$ cat src/rtl/ctrl_sequencer.sv
// Accumulator-CPU control sequencer: FETCH/EXEC1/EXEC2/SHIFT/HALT state machine with strobe decode.
// Strobes are combinational from registered state, opcode, shift amount and flags; run stalls only in FETCH.
module ctrl_sequencer #(
  parameter int DATA_W  = 16,
  parameter int SHAMT_W = $clog2(DATA_W)
) (
  input  logic               clk,
  input  logic               rst_n,
  input  logic               run,
  input  logic [3:0]         C,
  input  logic [SHAMT_W-1:0] shamt,
  input  logic               flag_n,
  input  logic               flag_z,
  output logic [2:0]         Q,
  output logic               irload,
  output logic               pcinc,
  output logic               pcload,
  output logic               MUX1sel,
  output logic               memwrite,
  output logic               accen,
  output logic               MUX3sel,
  output logic               addsub,
  output logic               accshift,
  output logic               shiftdir,
  output logic               halted,
  output logic               illegal
);

  localparam logic [2:0] S_FETCH = 3'd0;
  localparam logic [2:0] S_EXEC1 = 3'd1;
  localparam logic [2:0] S_EXEC2 = 3'd2;
  localparam logic [2:0] S_SHIFT = 3'd3;
  localparam logic [2:0] S_HALT  = 3'd4;

  localparam logic [3:0] OP_LDA = 4'h0;
  localparam logic [3:0] OP_STA = 4'h1;
  localparam logic [3:0] OP_ADD = 4'h2;
  localparam logic [3:0] OP_SUB = 4'h3;
  localparam logic [3:0] OP_JMP = 4'h4;
  localparam logic [3:0] OP_JMI = 4'h5;
  localparam logic [3:0] OP_JEQ = 4'h6;
  localparam logic [3:0] OP_STP = 4'h7;
  localparam logic [3:0] OP_LDI = 4'h8;
  localparam logic [3:0] OP_LSL = 4'h9;
  localparam logic [3:0] OP_LSR = 4'hA;

  localparam logic [SHAMT_W-1:0] CNT_ZERO = '0;
  localparam logic [SHAMT_W-1:0] CNT_ONE  = SHAMT_W'(1);

  logic [2:0]         state, state_nxt;
  logic [SHAMT_W-1:0] cnt, cnt_nxt;
  logic               dir, dir_nxt;

  always_ff @(posedge clk or negedge rst_n) begin
    if (!rst_n) begin
      state <= S_FETCH;
      cnt   <= '0;
      dir   <= 1'b0;
    end else begin
      state <= state_nxt;
      cnt   <= cnt_nxt;
      dir   <= dir_nxt;
    end
  end

  always_comb begin
    state_nxt = state;
    cnt_nxt   = cnt;
    dir_nxt   = dir;
    Q         = 3'b000;
    irload    = 1'b0;
    pcinc     = 1'b0;
    pcload    = 1'b0;
    MUX1sel   = 1'b0;
    memwrite  = 1'b0;
    accen     = 1'b0;
    MUX3sel   = 1'b0;
    addsub    = 1'b0;
    accshift  = 1'b0;
    shiftdir  = 1'b0;
    halted    = 1'b0;
    illegal   = 1'b0;

    case (state)
      S_FETCH: begin
        Q = 3'b100;
        if (run) begin
          irload    = 1'b1;
          pcinc     = 1'b1;
          state_nxt = S_EXEC1;
        end
      end

      S_EXEC1: begin
        Q         = 3'b001;
        state_nxt = S_FETCH;
        case (C)
          OP_LDA, OP_ADD, OP_SUB: begin
            MUX1sel   = 1'b1;
            state_nxt = S_EXEC2;
          end
          OP_STA: begin
            MUX1sel  = 1'b1;
            memwrite = 1'b1;
          end
          OP_JMP: pcload = 1'b1;
          OP_JMI: pcload = flag_n;
          OP_JEQ: pcload = flag_z;
          OP_LDI: accen  = 1'b1;
          OP_STP: state_nxt = S_HALT;
          OP_LSL, OP_LSR: begin
            // First shift happens here; cnt holds the shifts still owed after this cycle.
            if (shamt != CNT_ZERO) begin
              accen    = 1'b1;
              accshift = 1'b1;
              shiftdir = (C == OP_LSR);
              dir_nxt  = (C == OP_LSR);
              cnt_nxt  = shamt - CNT_ONE;
              if (shamt > CNT_ONE) state_nxt = S_SHIFT;
            end
          end
          default: illegal = 1'b1;
        endcase
      end

      S_EXEC2: begin
        Q       = 3'b010;
        MUX1sel = 1'b1;
        accen   = 1'b1;
        if (C == OP_ADD) begin
          MUX3sel = 1'b1;
          addsub  = 1'b1;
        end else if (C == OP_SUB) begin
          MUX3sel = 1'b1;
        end
        state_nxt = S_FETCH;
      end

      S_SHIFT: begin
        Q        = 3'b001;
        accen    = 1'b1;
        accshift = 1'b1;
        shiftdir = dir;
        if (cnt != CNT_ZERO) cnt_nxt = cnt - CNT_ONE;
        if (cnt <= CNT_ONE) state_nxt = S_FETCH;
      end

      S_HALT: begin
        Q      = 3'b000;
        halted = 1'b1;
      end

      default: state_nxt = S_FETCH;
    endcase

    // State is already FETCH during reset; this keeps a high run from leaking a fetch strobe.
    if (!rst_n) begin
      Q        = 3'b100;
      irload   = 1'b0;
      pcinc    = 1'b0;
      pcload   = 1'b0;
      MUX1sel  = 1'b0;
      memwrite = 1'b0;
      accen    = 1'b0;
      MUX3sel  = 1'b0;
      addsub   = 1'b0;
      accshift = 1'b0;
      shiftdir = 1'b0;
      halted   = 1'b0;
      illegal  = 1'b0;
    end
  end

endmodule

$ cat config.mk
export PLATFORM = sky130hd
export DESIGN_NAME = ctrl_sequencer
export DESIGN_NICKNAME = d
export VERILOG_FILES = /design/src/rtl/ctrl_sequencer.sv
export SDC_FILE = /design/constraint.sdc
export NUM_CORES = 1
export LEC_CHECK = 0
export BUFFER_PORTS_ARGS = -buffer_cell sky130_fd_sc_hd__buf_2
export CAP_MARGIN = 20
export CORE_MARGIN = 2
export CORE_UTILIZATION = 45
export DETAILED_ROUTE_END_ITERATION = 10
export PLACE_DENSITY = 0.72
export SYNTH_ARGS = -nofsm -noshare
export SYNTH_HDL_FRONTEND = slang
export SYNTH_SLANG_ARGS = --single-unit
export TNS_END_PERCENT = 5
$ cat constraint.sdc
create_clock -name clk -period 3.85 [get_ports clk]
set_input_delay 0.5775 -clock clk [delete_from_list [all_inputs] [get_ports clk]]
set_output_delay 0.5775 -clock clk [all_outputs]
set_load 0.05 [all_outputs]
==> run metrics <==
Slew @ Worst Pin roughly 0.54 ns; clock slew at reported path FFs around 0.060 ns; RSZ-0062 raised after global routing no; Cell variety after synth 40; pre-CTS setup slack approximately 1.2 ns; share of post-route cells with drive strength above 1 between 20% and 30%; cell count after synthesis 105; max cap viols 0; WL/cell around 13 µm; Finished Core Util a little under three fifths; Die H 47.4 µm; DIE AREA around 2200 µm²; Top-Level Pins 28; Hold WS around 0.20 ns; setup ws final 1.00 ns; ANT nets after route 0; CP Cell Sequence or3b_4, nor4_4, o21a_1, buf_2; final net count between 100 and 150; worst reg2reg path endpoint cnt[2]; status completed; number of warning messages in the yosys log 0; flop and latch count out of synthesis 8; Setup crit start kind flop; postcts setup bufs 0; H-tree depth 1; Clock Tree Buf Depth 2; Synth top area share a little under a quarter; placed cell areas a little under 1000 µm²; Final Cycle Share around 74%; area leader, netlist dfrtp_1; TritonCTS clock tree yes; CTS root buf clkbuf_4; syn nets roughly 120; largest net degree at the start of global routing 19; post_cts resized 0; DRC viols 0; CTS sink cnt 8; Final Hold Vio Count 0; Initial Util 48.5%; Tmin final 2.85 ns; uppermost layer routed met4; CP Buf/Inv Count 1; cell area after synthesis between 800 and 900 µm²; Final setup viols 0; hold_buf cts 0; top cells by area, synth dfrtp_1, ha_1, nor3b_1, a21oi_1, nand2_1; Fmax between 300 and 400 MHz; Critical Path Stages 4; Worst path max stage delay between 0.5 and 0.6 ns; Critical Path AT about 2.3 ns; CP Capture Type output pin; Crit path required time between 3 and 4 ns; worst skew pair latency 0.26 ns; via/cell ratio roughly 5.4; r2r setup slk between 1.5 and 2 ns; Clock Skew roughly 0.0053 ns; DIE WIDTH between 40 and 50 µm; Worst R2R Start state[0]; initial antenna violation count 0; crit path kind flop to output pin; Seq/Total Area, Yosys between 20% and 30%; peak supply drop 0.000303 V; delay-heaviest family, CP simple AND/OR/NAND/NOR gates; PwrDens 558 nW/µm²; FP Rows 15; Final Max Tran Viols 0; slowest CP cell dfrtp_1; total track usage between 10% and 20%; core outline area ~1700 µm²; M1 WL around 900 µm; diode count 0; vias approximately 830; relative slew slack about 64%; first-pass GRT wire length around 3200 µm; dpl hpwl around 1500 µm; IO Port Bufs 27; DRT iter0 DRCs 18; Final Cell Area between 1000 and 1500 µm²; worst r2r path cells 4; Placer Congestion roughly 0.8; wire length on met3 66 µm; CTS Buf Count 3; Detailed Route WL ~1900 µm; P&R area growth vs syn 18.5%; routed wl met2 939 µm; crit path max fanout 11; Pre-antenna DRT Iters 4; HP Class input port to async pin; leak pwr between 0.4 and 0.5 nW; total gr overflow 0; vias in the first global route about 740; average cell area after synthesis just over 8 µm²; final setup TNS 0 ns
-- worst max-delay path by stage --
stage / start / endpoint / slack [ns]
finish: state[0] / accen / 1.00
global route: state[0] / accen / 0.92
CTS: state[0] / accen / 0.99
global placement: shamt[0] / accen / 1.25
floorplan: rst_n / addsub / 0.04
detailed placement: shamt[0] / accen / 1.20
-- cells in the final DEF (no fill, tap or decap), types with 2 or more instances in the layout --
cell	n
or3_1	2
a21oi_1	6
nor2b_1	4
dfrtp_1	8
nor3b_1	5
nand3b_1	2
clkbuf_4	3
xnor2_1	3
nor3_1	3
a31oi_1	2
and3_1	2
o31ai_1	3
inv_1	7
ha_1	6
nand2b_1	3
nor2_1	8
nand3_1	2
o21ai_0	2
o21a_1	2
nand2_1	8
mux2i_1	2
buf_2	27
-- cell families after synthesis --
family          after synthesis  share of synthesized area [%]
xor+xnor                      4                           4.14
mux                           3                           3.70
buf+inv                      15                           7.69
fa+ha+maj                     6                           8.88
compound gates               22                           18.0
simple gates                 47                           33.9
flops                         8                           23.7
-- report_power, final --
part | switching (W) | total, W | leakage (nW) | internal, W
logic | 0.000193 | 0.000313 | 0.371 | 0.000120
registers | 0.0000610 | 0.000180 | 0.0993 | 0.000119
clock network | 0.0000309 | 0.0000667 | 0.0138 | 0.0000358
-- cell usage after synthesis, drive strengths merged --
library cell  count
mux2              1
nand2b            3
nand4             1
nor2              8
a221oi            1
nor4bb            1
or3b              1
a22o              1
and3b             1
nor3b             5
clkbuf            3
ha                6
a31oi             2
xor2              1
a211oi            1
and3              2
inv               7
o221a             1
o211ai            1
mux2i             2
buf               5
o21a              2
nor4              2
or3               2
nand3             2
and4b             1
nor3              3
and2              1
o31ai             3
nand2             8
dfrtp             8
a21boi            1
nor2b             4
o21ai             3
nand3b            2
a21oi             6
xnor2             3
-- final cells by class --
class,count,area (µm²)
inverter,7,26.3
fill,178,743
sequential,8,200
timing repair buffer,27,135
tap,25,31.3
clock buffer,3,22.5
multi-input combinational,82,587
-- routing by layer --
layer	track usage, %	vias to the layer above
li1	-	419
met1	26.9	385
met2	31.9	20
met3	3.46	2
met4	6.67	0
met5	0	-
-- through the flow --
step | power, W | cells
3_5_place_dp | 0.000491 | 149
2_1_floorplan | 0.000428 | 105
4_1_cts | 0.000559 | 152
5_1_grt | 0.000605 | 152
6_report | 0.000559 | 152
3_3_place_gp | 0.000483 | 149
-- state kept, by name, indices dropped and copies added, names as in the netlist --
register,count
state,3
cnt,4
dir,1
Power figures use the tool's default switching activity.
